### config.mk
export PLATFORM = sky130hd
export DESIGN_NAME = fir_sample_feeder_flat
export DESIGN_NICKNAME = d
export VERILOG_FILES = /design/src/rtl/fir_sample_feeder_if.sv /design/src/rtl/fir_sample_feeder.sv /design/src/flat_wrapper.sv
export SDC_FILE = /design/constraint.sdc
export NUM_CORES = 1
export LEC_CHECK = 0
export CORE_MARGIN = 2
export CORE_UTILIZATION = 45
export DETAILED_ROUTE_END_ITERATION = 8
export GPL_TIMING_DRIVEN = 0
export MAX_ROUTING_LAYER = met4
export SYNTH_ARGS = -nofsm -noshare
export SYNTH_HDL_FRONTEND = slang
export SYNTH_SLANG_ARGS = --single-unit
### constraint.sdc
create_clock -name clk -period 3.5 [get_ports clk]
set_input_delay 0.35 -clock clk [delete_from_list [all_inputs] [get_ports clk]]
set_output_delay 0.35 -clock clk [all_outputs]
set_load 0.02 [all_outputs]
### src/rtl/fir_sample_feeder_if.sv
// Sample-buffer write port plus the FIR-facing sample/strobe pair.
// The feeder takes the slave side; whoever loads samples and consumes the strobe takes the master side.
interface fir_sample_feeder_if #(
  parameter int AW = 3,
  parameter int DW = 8
);
  logic          wr_en;
  logic [AW-1:0] wr_addr;
  logic [DW-1:0] wr_data;
  logic [DW-1:0] sample_out;
  logic          go_out;

  modport master (
    output wr_en, wr_addr, wr_data,
    input  sample_out, go_out
  );

  modport slave (
    input  wr_en, wr_addr, wr_data,
    output sample_out, go_out
  );
endinterface

### src/rtl/fir_sample_feeder.sv
// Plays stored samples into the FIR in/go interface.
// Each sample is held for one cycle, then strobed, then followed by a programmable gap.
module fir_sample_feeder #(
  parameter int DEPTH = 8,
  parameter int AW    = 3,
  parameter int DW    = 8,
  parameter int CW    = 8
) (
  input  logic                clk,
  input  logic                rst,
  fir_sample_feeder_if.slave  bus,
  input  logic [AW:0]         len,
  input  logic [CW-1:0]       interval,
  input  logic                loop,
  input  logic                start,
  input  logic                stop,
  output logic                busy,
  output logic                done
);

  typedef enum logic [2:0] {IDLE, LOAD, STROBE, GAP, DONE} state_t;

  localparam logic [AW:0] DEPTH_L = (AW+1)'(DEPTH);

  state_t        state_q, state_d;
  logic [AW-1:0] idx_q, idx_d;
  logic [CW-1:0] cnt_q, cnt_d;
  logic [AW:0]   len_q, len_d;
  logic [CW-1:0] interval_q, interval_d;
  logic          loop_q, loop_d;
  logic [DW-1:0] sample_q, sample_d;
  logic          go_q, go_d;
  logic          busy_q, busy_d;
  logic          done_q, done_d;
  logic          end_of_sample;

  logic [DW-1:0] mem_q [DEPTH];

  always_comb begin
    state_d       = state_q;
    idx_d         = idx_q;
    cnt_d         = cnt_q;
    len_d         = len_q;
    interval_d    = interval_q;
    loop_d        = loop_q;
    sample_d      = sample_q;
    end_of_sample = 1'b0;

    case (state_q)
      IDLE: begin
        if (start && !stop && len != '0) begin
          state_d    = LOAD;
          len_d      = (len > DEPTH_L) ? DEPTH_L : len;
          interval_d = interval;
          loop_d     = loop;
          idx_d      = '0;
        end
      end
      LOAD:   state_d = STROBE;
      STROBE: begin
        if (interval_q != '0) begin
          state_d = GAP;
          cnt_d   = interval_q;
        end else begin
          end_of_sample = 1'b1;
        end
      end
      GAP: begin
        cnt_d = cnt_q - 1'b1;
        if (cnt_q == CW'(1)) end_of_sample = 1'b1;
      end
      DONE:    state_d = IDLE;
      default: state_d = IDLE;
    endcase

    if (end_of_sample) begin
      if ({1'b0, idx_q} < len_q - 1'b1) begin
        idx_d   = idx_q + 1'b1;
        state_d = LOAD;
      end else if (loop_q) begin
        idx_d   = '0;
        state_d = LOAD;
      end else begin
        state_d = DONE;
      end
    end

    // Abort wins over every sequencing decision made above.
    if (stop && (state_q == LOAD || state_q == STROBE || state_q == GAP)) begin
      state_d = IDLE;
    end

    if (state_d == LOAD) sample_d = mem_q[idx_d];
    go_d   = (state_d == STROBE);
    busy_d = (state_d == LOAD) || (state_d == STROBE) || (state_d == GAP);
    done_d = (state_d == DONE);
  end

  always_ff @(posedge clk) begin
    if (rst) begin
      state_q    <= IDLE;
      idx_q      <= '0;
      cnt_q      <= '0;
      len_q      <= '0;
      interval_q <= '0;
      loop_q     <= 1'b0;
      sample_q   <= '0;
      go_q       <= 1'b0;
      busy_q     <= 1'b0;
      done_q     <= 1'b0;
    end else begin
      state_q    <= state_d;
      idx_q      <= idx_d;
      cnt_q      <= cnt_d;
      len_q      <= len_d;
      interval_q <= interval_d;
      loop_q     <= loop_d;
      sample_q   <= sample_d;
      go_q       <= go_d;
      busy_q     <= busy_d;
      done_q     <= done_d;
    end
  end

  // Buffer survives reset and only accepts writes while playback is not running.
  always_ff @(posedge clk) begin
    if (bus.wr_en && (state_q == IDLE || state_q == DONE)) begin
      mem_q[bus.wr_addr] <= bus.wr_data;
    end
  end

  assign bus.sample_out = sample_q;
  assign bus.go_out     = go_q;
  assign busy           = busy_q;
  assign done           = done_q;

endmodule

### src/flat_wrapper.sv
// flat-port wrapper written by rule: the top's interface ports become plain ports
module fir_sample_feeder_flat 
#(
  parameter int DEPTH = 8,
  parameter int AW    = 3,
  parameter int DW    = 8,
  parameter int CW    = 8
)
  (clk, rst, len, interval, loop, start, stop, busy, done, bus_wr_en, bus_wr_addr, bus_wr_data, bus_sample_out, bus_go_out);
  fir_sample_feeder_if #(.AW(AW), .DW(DW)) bus_i ();
  input  logic clk;
  input  logic rst;
  input  logic [AW:0] len;
  input  logic [CW-1:0] interval;
  input  logic loop;
  input  logic start;
  input  logic stop;
  output logic busy;
  output logic done;
  input wire logic [$bits(bus_i.wr_en)-1:0] bus_wr_en;
  input wire logic [$bits(bus_i.wr_addr)-1:0] bus_wr_addr;
  input wire logic [$bits(bus_i.wr_data)-1:0] bus_wr_data;
  output wire logic [$bits(bus_i.sample_out)-1:0] bus_sample_out;
  output wire logic [$bits(bus_i.go_out)-1:0] bus_go_out;
  assign bus_i.wr_en = bus_wr_en;
  assign bus_i.wr_addr = bus_wr_addr;
  assign bus_i.wr_data = bus_wr_data;
  assign bus_sample_out = bus_i.sample_out;
  assign bus_go_out = bus_i.go_out;
  fir_sample_feeder #(.DEPTH(DEPTH), .AW(AW), .DW(DW), .CW(CW)) u_core (.clk(clk), .rst(rst), .bus(bus_i), .len(len), .interval(interval), .loop(loop), .start(start), .stop(stop), .busy(busy), .done(done));
endmodule
==> results.py, run 1 <==
metrics = {
    "run_status": {
        "run_status": "complete, no violations",
    },
    "placement": {
        "placement.setup.worst_slack_ns": 0.02238,
        "detailedPlacementHpwl_microns": 6846,
        "portBuffers": 39,
        "finalWeightedCongestion": 0.8662,
    },
    "logic_synthesis": {
        "syn_inst": 390,
        "syn_nets": 425,
        "edff_count_synth": 64,
        "synth_cell_type_count": 58,
        "asyncSetResetFlopFracSynth_pct": 0,
        "synth_top_family_by_area": "simple AND/OR/NAND/NOR gates",
        "synth.mux.area_fraction_pct": 3.895,
        "synth_simple_gate_area_share_pct": 17.69,
        "ys_ff_latch": 102,
        "ys_flop_type": "sky130_fd_sc_hd__edfxtp_1",
        "synth_adder_area_share_pct": 1.706,
        "yosysWarnings": 0,
        "syn_area_sq_um": 4400,
        "synthesized_area_fraction_occupied_by_xor_and_xnor_cells_pct": 0.3981,
        "seq_area_frac_synth_pct": 60.96,
        "syn_avg_cell_area_sq_um": 11.28,
        "synthesized_area_fraction_occupied_by_ao_oa_aoi_and_oai_cells_pct": 12.74,
    },
    "global_route": {
        "grt_first_pass_wirelength_microns": 15750,
        "grt_max_degree": 21,
        "grt_overflow_total": 0,
        "antenna_found_initial": 0,
        "first_global_vias": 3067,
        "track_usage_pct": 20.80,
    },
    "run": {
        "count_of_maximum_capacitance_violations": 0,
    },
    "worst_setup_path": {
        "slowest_delay_ns": 0.52,
        "ff2ff_setup_slack_ns": 0.23,
        "timing.reg2reg.worst_path_depth": 13,
        "crit_path_start_kind": "flop",
        "critical_path_arrival_ns": 3.52,
        "critical_path.reg2reg.endpoint": "u_core.bus.sample_out[1]",
        "worstSetupEndpointType": "flop",
        "cp_data_required_time_ns": 3.75,
        "path_cells": "inv_1 > ha_1 > xnor2_1 > ha_1 > o211ai_1 > a2111o_1 > o211a_4 > o21a_2 > clkbuf_4 > nand2_1 > a21oi_1 > a211o_1 > or3_1",
        "path_class": "flop to flop",
        "critical_path.most_common_cell": "sky130_fd_sc_hd__ha_1",
        "critPathSlowestCell": "sky130_fd_sc_hd__a2111o_1",
        "regToRegStartpoint": "u_core.len_q[1]",
        "timing.critical_path.fanout_max": 10,
    },
    "route": {
        "antenna_left": 0,
        "drt_pass1_iterations": 4,
        "first_iter_violations": 125,
        "routed_wl_microns": 10070,
        "detail_route.wl_per_cell_microns": 17.27,
        "route.detailed.drc": 0,
        "via_per_inst": 5.434,
        "route.vias.total": 3168,
    },
    "sta": {
        "finalHoldViolCount": 0,
        "max_freq_ghz": 0.3059,
        "setup_violators_final": 0,
        "setup_ws_ns": 0.2306,
        "grt_setup_unrepaired": "no",
        "finalCriticalPeriod_ns": 3.269,
        "fin_setup_tns_ns": 0,
        "finalMaxSlewViolations": 0,
        "period_share_pct": 93.41,
        "timing.clock.skew_ns": 0.008506,
        "timing_worst_slew_pin_value_ns": 0.9696,
        "relSlewSlack_pct": 35.12,
    },
    "die": {
        "initial_utilization_pct": 45.65,
        "design.core.area_sq_um": 9639,
        "placement_rows": 36,
        "die_x_microns": 102.9,
        "fp.dieArea_sq_um": 10590,
        "die_y_microns": 102.9,
        "io-pin-count": 40,
    },
    "clock_network": {
        "clock_sinks": 102,
        "cts_tree": "yes",
        "clkLatencyLatePin_ns": 0.37,
        "cts_max_level": 3,
        "cts_inserted_buffers": 9,
        "clockBufferDepth": 2,
        "clock_transition_at_the_register_clock_pins_on_the_worst_setup_and_hold_paths_after_cts_ns": 0.10,
        "postCtsHoldBufs": 0,
        "cts_root_buffer": "sky130_fd_sc_hd__clkbuf_8",
    },
    "power": {
        "power_density_nw_per_um2": 428.8,
        "power.ir.vdd_worst_mv": 0.2304,
        "p_leak_uw": 0.001833,
    },
    "cells_and_area": {
        "drive_above_1_share_pct": 10.00,
        "final_nets": 480,
        "area.growth.synth_to_final_pct": 19.16,
        "antenna_cells": 0,
    },
    "worst_hold_path": {
        "holdCritStartpoint": "u_core.loop_q",
        "hold_class": "flop to flop",
        "timing.hold.worst_endpoint": "u_core.loop_q",
        "hold_depth": 2,
    },
}
==> routing by layer <==
| layer | share of wire, % | GRT usage [%] | up-vias |
|---|---|---|---|
| met3 | 4.9 | 4.610 | 17 |
| met2 | 46 | 31.47 | 68 |
| li1 | - | - | 1564 |
| met4 | 1.7 | 8.097 | 0 |
| met5 | 0 | - | - |
| met1 | 47 | 27.43 | 1519 |
==> stage by stage <==
step,power (uW),utilization [%],instances,instance area [sq um],hold WS (ns)
global route,2339,54.40,583,5244,0.5196
global placement,1548,51.43,562,4957,0.4683
floorplan,1457,-,390,4400,0.4299
finish,2249,54.40,583,5244,0.4830
detailed placement,1551,51.53,562,4967,0.4576
CTS,2260,53.82,579,5187,0.4844
==> synth_stat cells (2+ instances only) <==
master | count | area share (%)
sky130_fd_sc_hd__or4_4 | 2 | 0.51
sky130_fd_sc_hd__and2_1 | 4 | 0.57
sky130_fd_sc_hd__clkbuf_1 | 8 | 0.68
sky130_fd_sc_hd__a211o_1 | 9 | 1.8
sky130_fd_sc_hd__o211ai_1 | 4 | 0.68
sky130_fd_sc_hd__nor4_1 | 6 | 0.85
sky130_fd_sc_hd__and3_1 | 3 | 0.43
sky130_fd_sc_hd__buf_2 | 4 | 0.45
sky130_fd_sc_hd__nand2b_1 | 6 | 0.85
sky130_fd_sc_hd__a22oi_1 | 2 | 0.34
sky130_fd_sc_hd__ha_1 | 6 | 1.7
sky130_fd_sc_hd__nand2_1 | 61 | 5.2
sky130_fd_sc_hd__inv_1 | 6 | 0.51
sky130_fd_sc_hd__a211oi_1 | 3 | 0.51
sky130_fd_sc_hd__or3_1 | 8 | 1.1
sky130_fd_sc_hd__o21ai_2 | 2 | 0.40
sky130_fd_sc_hd__a21oi_1 | 38 | 4.3
sky130_fd_sc_hd__dfxtp_1 | 38 | 17
sky130_fd_sc_hd__nor2_1 | 29 | 2.5
sky130_fd_sc_hd__nor3_1 | 21 | 2.4
sky130_fd_sc_hd__edfxtp_1 | 64 | 44
sky130_fd_sc_hd__nand3_1 | 6 | 0.68
sky130_fd_sc_hd__or4_1 | 2 | 0.34
sky130_fd_sc_hd__o21ai_0 | 7 | 0.80
sky130_fd_sc_hd__o221ai_1 | 3 | 0.60
sky130_fd_sc_hd__mux2i_1 | 16 | 3.6
==> state kept, by name (all words and copies together), names as in the netlist <==
register and cells:
u_core.bus.go_out 1, u_core.bus.sample_out 8, u_core.busy 1, u_core.cnt_q 8
u_core.done 1, u_core.idx_q 3, u_core.interval_q 8, u_core.len_q 4
u_core.loop_q 1, u_core.mem_q 64, u_core.state_q 3
==> worst max-delay path by stage <==
stage                          from                        to  cells after the start
detailed placement  u_core.len_q[0]  u_core.bus.sample_out[2]                     14
global route        u_core.len_q[0]  u_core.bus.sample_out[2]                     12
finish              u_core.len_q[1]  u_core.bus.sample_out[1]                     13
floorplan           u_core.len_q[0]  u_core.bus.sample_out[2]                     14
CTS                 u_core.len_q[0]  u_core.bus.sample_out[1]                     13
global placement    u_core.len_q[0]  u_core.bus.sample_out[1]                     14
==> critical path, delay by kind of cell, from the launching register on <==
kind                     cells  cell delay (ns)
flip-flops                   1             0.38
buffers and inverters        2             0.28
XOR/XNOR                     1             0.12
adder cells (fa/ha/maj)      2             0.47
AO/OA/AOI/OAI                6             1.44
AND/OR/NAND/NOR              2             0.44
==> area by class of cell <==
cell class	instances	area (sq um)
fill	896	4395
sequential	102	2684
multi-input combinational	266	1618
timing repair buffer	44	452.9
tap	133	166.4
clock buffer	9	123.9
buffer	16	100.1
clock inverter	7	76.32
inverter	6	22.52
==> logic make-up after synthesis <==
kind of cell | after synthesis
simple gates | 158
flops | 102
compound gates | 83
buf+inv | 22
mux | 17
fa+ha+maj | 6
xor+xnor | 2
==> cells in the final DEF, fill, tap and decap left out, types with 2 or more instances in the layout <==
cell | netlist | final
sky130_fd_sc_hd__a21oi_1 | 38 | 38
sky130_fd_sc_hd__ha_1 | 6 | 6
sky130_fd_sc_hd__clkinv_8 | 0 | 2
sky130_fd_sc_hd__or4_4 | 2 | 2
sky130_fd_sc_hd__nor3_2 | 1 | 3
sky130_fd_sc_hd__or3_1 | 8 | 8
sky130_fd_sc_hd__nor3_1 | 21 | 19
sky130_fd_sc_hd__buf_12 | 1 | 3
sky130_fd_sc_hd__a211o_1 | 9 | 9
sky130_fd_sc_hd__clkbuf_8 | 0 | 9
sky130_fd_sc_hd__mux2i_1 | 16 | 16
sky130_fd_sc_hd__o21ai_0 | 7 | 6
sky130_fd_sc_hd__dfxtp_1 | 38 | 37
sky130_fd_sc_hd__and2_1 | 4 | 4
sky130_fd_sc_hd__clkbuf_4 | 1 | 4
sky130_fd_sc_hd__clkdlybuf4s50_1 | 0 | 39
sky130_fd_sc_hd__inv_1 | 6 | 6
sky130_fd_sc_hd__and3_1 | 3 | 3
sky130_fd_sc_hd__or4_1 | 2 | 2
sky130_fd_sc_hd__buf_4 | 0 | 3
sky130_fd_sc_hd__o21ai_2 | 2 | 3
sky130_fd_sc_hd__o211ai_1 | 4 | 4
sky130_fd_sc_hd__nand2b_1 | 6 | 6
sky130_fd_sc_hd__clkinv_4 | 0 | 2
sky130_fd_sc_hd__nand2_1 | 61 | 61
sky130_fd_sc_hd__nor2_1 | 29 | 29
sky130_fd_sc_hd__a211oi_1 | 3 | 3
sky130_fd_sc_hd__o221ai_1 | 3 | 3
sky130_fd_sc_hd__inv_6 | 0 | 3
sky130_fd_sc_hd__nand3_1 | 6 | 6
sky130_fd_sc_hd__edfxtp_1 | 64 | 64
sky130_fd_sc_hd__clkbuf_1 | 8 | 8
sky130_fd_sc_hd__nor4_1 | 6 | 6
sky130_fd_sc_hd__a22oi_1 | 2 | 2
==> report_power, final <==
part / internal [uW] / switching [uW] / leakage [uW]
Combinational: 88.6 / 115 / 0.000843
Sequential: 1310 / 17.0 / 0.000890
Clock: 281 / 440 / 0.000100
==> timing repair <==
item / in CTS / in global routing
pin swaps: 0 / 1
buffers inserted: 1 / 4
endpoints found under the setup margin: 1 / 8
gates resized for setup: 0 / 7
No activity file was read; power rests on OpenSTA's default activity.
==> run 2, diff against run 1 <==
SLEW_MARGIN = 20   (was default)
==> run 2 against run 1 <==
  * Sequential share of layout area decreased by 0.32 points
  * Clock power shrank 0.6%
  * Global-route usage increased by 0.13 points
  * Count of clock-buffer cells in the layout stayed put
==> results.py, run 2 (same netlist as run 1, synthesis figures left out) <==
metrics = {
    "clock_network": {
        "clkLatencyLatePin_ns": 0.37,
        "cts_root_buffer": "sky130_fd_sc_hd__clkbuf_8",
        "clock_transition_at_the_register_clock_pins_on_the_worst_setup_and_hold_paths_after_cts_ns": 0.10,
        "clockBufferDepth": 2,
        "cts_tree": "yes",
        "cts_inserted_buffers": 9,
        "cts_max_level": 3,
        "clock_sinks": 102,
    },
    "cells_and_area": {
        "drive_above_1_share_pct": 11.01,
        "max_flop_register": "u_core.mem_q",
        "layout.cells.most_common": "sky130_fd_sc_hd__edfxtp_1",
        "largest_register_ffs": 64,
        "mostFrequentLayoutCells": "sky130_fd_sc_hd__edfxtp_1 (64), sky130_fd_sc_hd__nand2_1 (61), sky130_fd_sc_hd__clkdlybuf4s50_1 (39)",
        "fillers": 864,
        "antenna_cells": 0,
        "fin_area_sq_um": 5276,
        "final_nets": 484,
        "area.growth.synth_to_final_pct": 19.90,
    },
    "sta": {
        "relSlewSlack_pct": 39.90,
        "finalMaxSlewViolations": 0,
        "period_share_pct": 94.00,
        "grt_setup_unrepaired": "no",
        "fin_setup_tns_ns": 0,
        "finalCriticalPeriod_ns": 3.290,
        "finalHoldViolCount": 0,
        "max_freq_ghz": 0.3039,
        "setup_violators_final": 0,
        "timing_worst_slew_pin_value_ns": 0.8982,
        "timing.clock.skew_ns": 0.01570,
    },
    "worst_hold_path": {
        "hold_depth": 2,
        "hold_class": "flop to flop",
        "timing.hold.worst_endpoint": "u_core.interval_q[1]",
        "holdCritStartpoint": "u_core.interval_q[1]",
    },
    "global_route": {
        "grt_overflow_total": 0,
        "antenna_found_initial": 0,
        "first_global_vias": 3008,
        "grt_first_pass_wirelength_microns": 15790,
        "grt_max_degree": 21,
        "track_usage_pct": 20.93,
    },
    "worst_setup_path": {
        "ff2ff_setup_slack_ns": 0.21,
        "timing.critical_path.fanout_max": 7,
        "slowest_delay_ns": 0.53,
        "crit_path_start": "u_core.len_q[1]",
        "path_cells": "inv_1 > ha_1 > xnor2_1 > ha_1 > o211ai_1 > a2111o_1 > o211a_4 > o21ai_2 > buf_6 > buf_4 > mux2i_1 > nor3_1 > a211o_1 > or3_1",
        "regToRegStartpoint": "u_core.len_q[1]",
        "critical_path.reg2reg.endpoint": "u_core.bus.sample_out[7]",
        "worst_path_dominant_cell_family": "compound AO/OA/AOI/OAI gates",
        "critPathBufInv": 3,
        "timing.reg2reg.worst_path_depth": 14,
        "crit_path_start_kind": "flop",
        "worstSetupEndpointType": "flop",
        "critical_path.most_common_cell": "sky130_fd_sc_hd__ha_1",
        "cp_data_required_time_ns": 3.75,
        "path_class": "flop to flop",
        "critical_path_arrival_ns": 3.54,
        "critPathSlowestCell": "sky130_fd_sc_hd__a2111o_1",
    },
    "die": {
        "die_x_microns": 102.9,
        "initial_utilization_pct": 45.65,
        "die_y_microns": 102.9,
        "design.core.area_sq_um": 9639,
        "io-pin-count": 40,
        "fp.dieArea_sq_um": 10590,
        "placement_rows": 36,
    },
    "route": {
        "antenna_left": 0,
        "routed_wl_microns": 10040,
        "first_iter_violations": 130,
        "route.vias.total": 3185,
        "route.detailed.drc": 0,
        "detail_route.wl_per_cell_microns": 17.11,
        "via_per_inst": 5.426,
        "drt_pass1_iterations": 4,
    },
    "run_status": {
        "run_status": "complete, no violations",
    },
    "placement": {
        "finalWeightedCongestion": 0.8662,
        "detailedPlacementHpwl_microns": 6878,
        "portBuffers": 39,
        "placedInstanceArea_sq_um": 4982,
    },
    "power": {
        "power_density_nw_per_um2": 425.6,
        "report.power.total_uw": 2245,
        "p_leak_uw": 0.001855,
        "power.ir.vdd_worst_mv": 0.2416,
    },
    "run": {
        "count_of_maximum_capacitance_violations": 0,
    },
}
-- run 2: changes by cell type in the layout (fill, tap and decap cells not counted) --
cell,change
sky130_fd_sc_hd__buf_4,+4
sky130_fd_sc_hd__nor2_2,+1
sky130_fd_sc_hd__nor2_1,-1
-- run 2: repair_timing --
item	CTS	global route
resized for setup	0	8
setup buffers	1	6
hold buffers	0	0
setup endpoints to repair	4	8
endpoints found under the hold margin	0	0
pin swaps	0	1
-- run 2: cell type report --
class / instances / area, sq um / area share, %
multi-input combinational: 266 / 1620 / 30.71
timing repair buffer: 48 / 483.0 / 9.153
sequential: 102 / 2684 / 50.87
clock inverter: 7 / 76.32 / 1.447
buffer: 16 / 100.1 / 1.897
clock buffer: 9 / 123.9 / 2.348
inverter: 6 / 22.52 / 0.4268
tap: 133 / 166.4 / 3.154
-- run 2: through the flow --
| stage | hold slack [ns] | util [%] | setup slack [ns] | instances |
|---|---|---|---|---|
| 6_report | 0.4847 | 54.74 | 0.2100 | 587 |
| 3_3_place_gp | 0.4683 | 51.43 | 0.07565 | 562 |
| 4_1_cts | 0.4844 | 53.97 | 0.009792 | 581 |
| 3_5_place_dp | 0.4611 | 51.69 | 0.01211 | 564 |
| 5_1_grt | 0.5111 | 54.74 | 0.01352 | 587 |
| 2_1_floorplan | 0.4299 | - | 0.4885 | 390 |
-- run 2: worst max path at each step --
stage	to	cells after the start
after floorplan	u_core.bus.sample_out[2]	14
after global routing	u_core.bus.sample_out[2]	14
after detailed placement	u_core.bus.sample_out[2]	14
after CTS	u_core.bus.sample_out[1]	13
after global placement	u_core.bus.sample_out[1]	14
final	u_core.bus.sample_out[7]	14
-- run 2: per-layer routing --
layer / GRT usage (%) / wire [microns]
met2: 32.22 / 4789
met1: 27.66 / 4546
met4: 7.287 / 150
met5: - / 0
met3: 4.407 / 557
-- run 2: worst min-delay path, cell delays in order, from the launching register on --
cell and delay [ns]:
sky130_fd_sc_hd__dfxtp_1 0.34, sky130_fd_sc_hd__nand2_1 0.06, sky130_fd_sc_hd__a21oi_1 0.05
-- run 2: where the power goes --
part,leakage (uW),switching (uW),internal (uW),total [uW]
Sequential,0.000890,16.6,1310,1320
Clock,0.000100,435,281,716
Combinational,0.000865,115,90.5,206
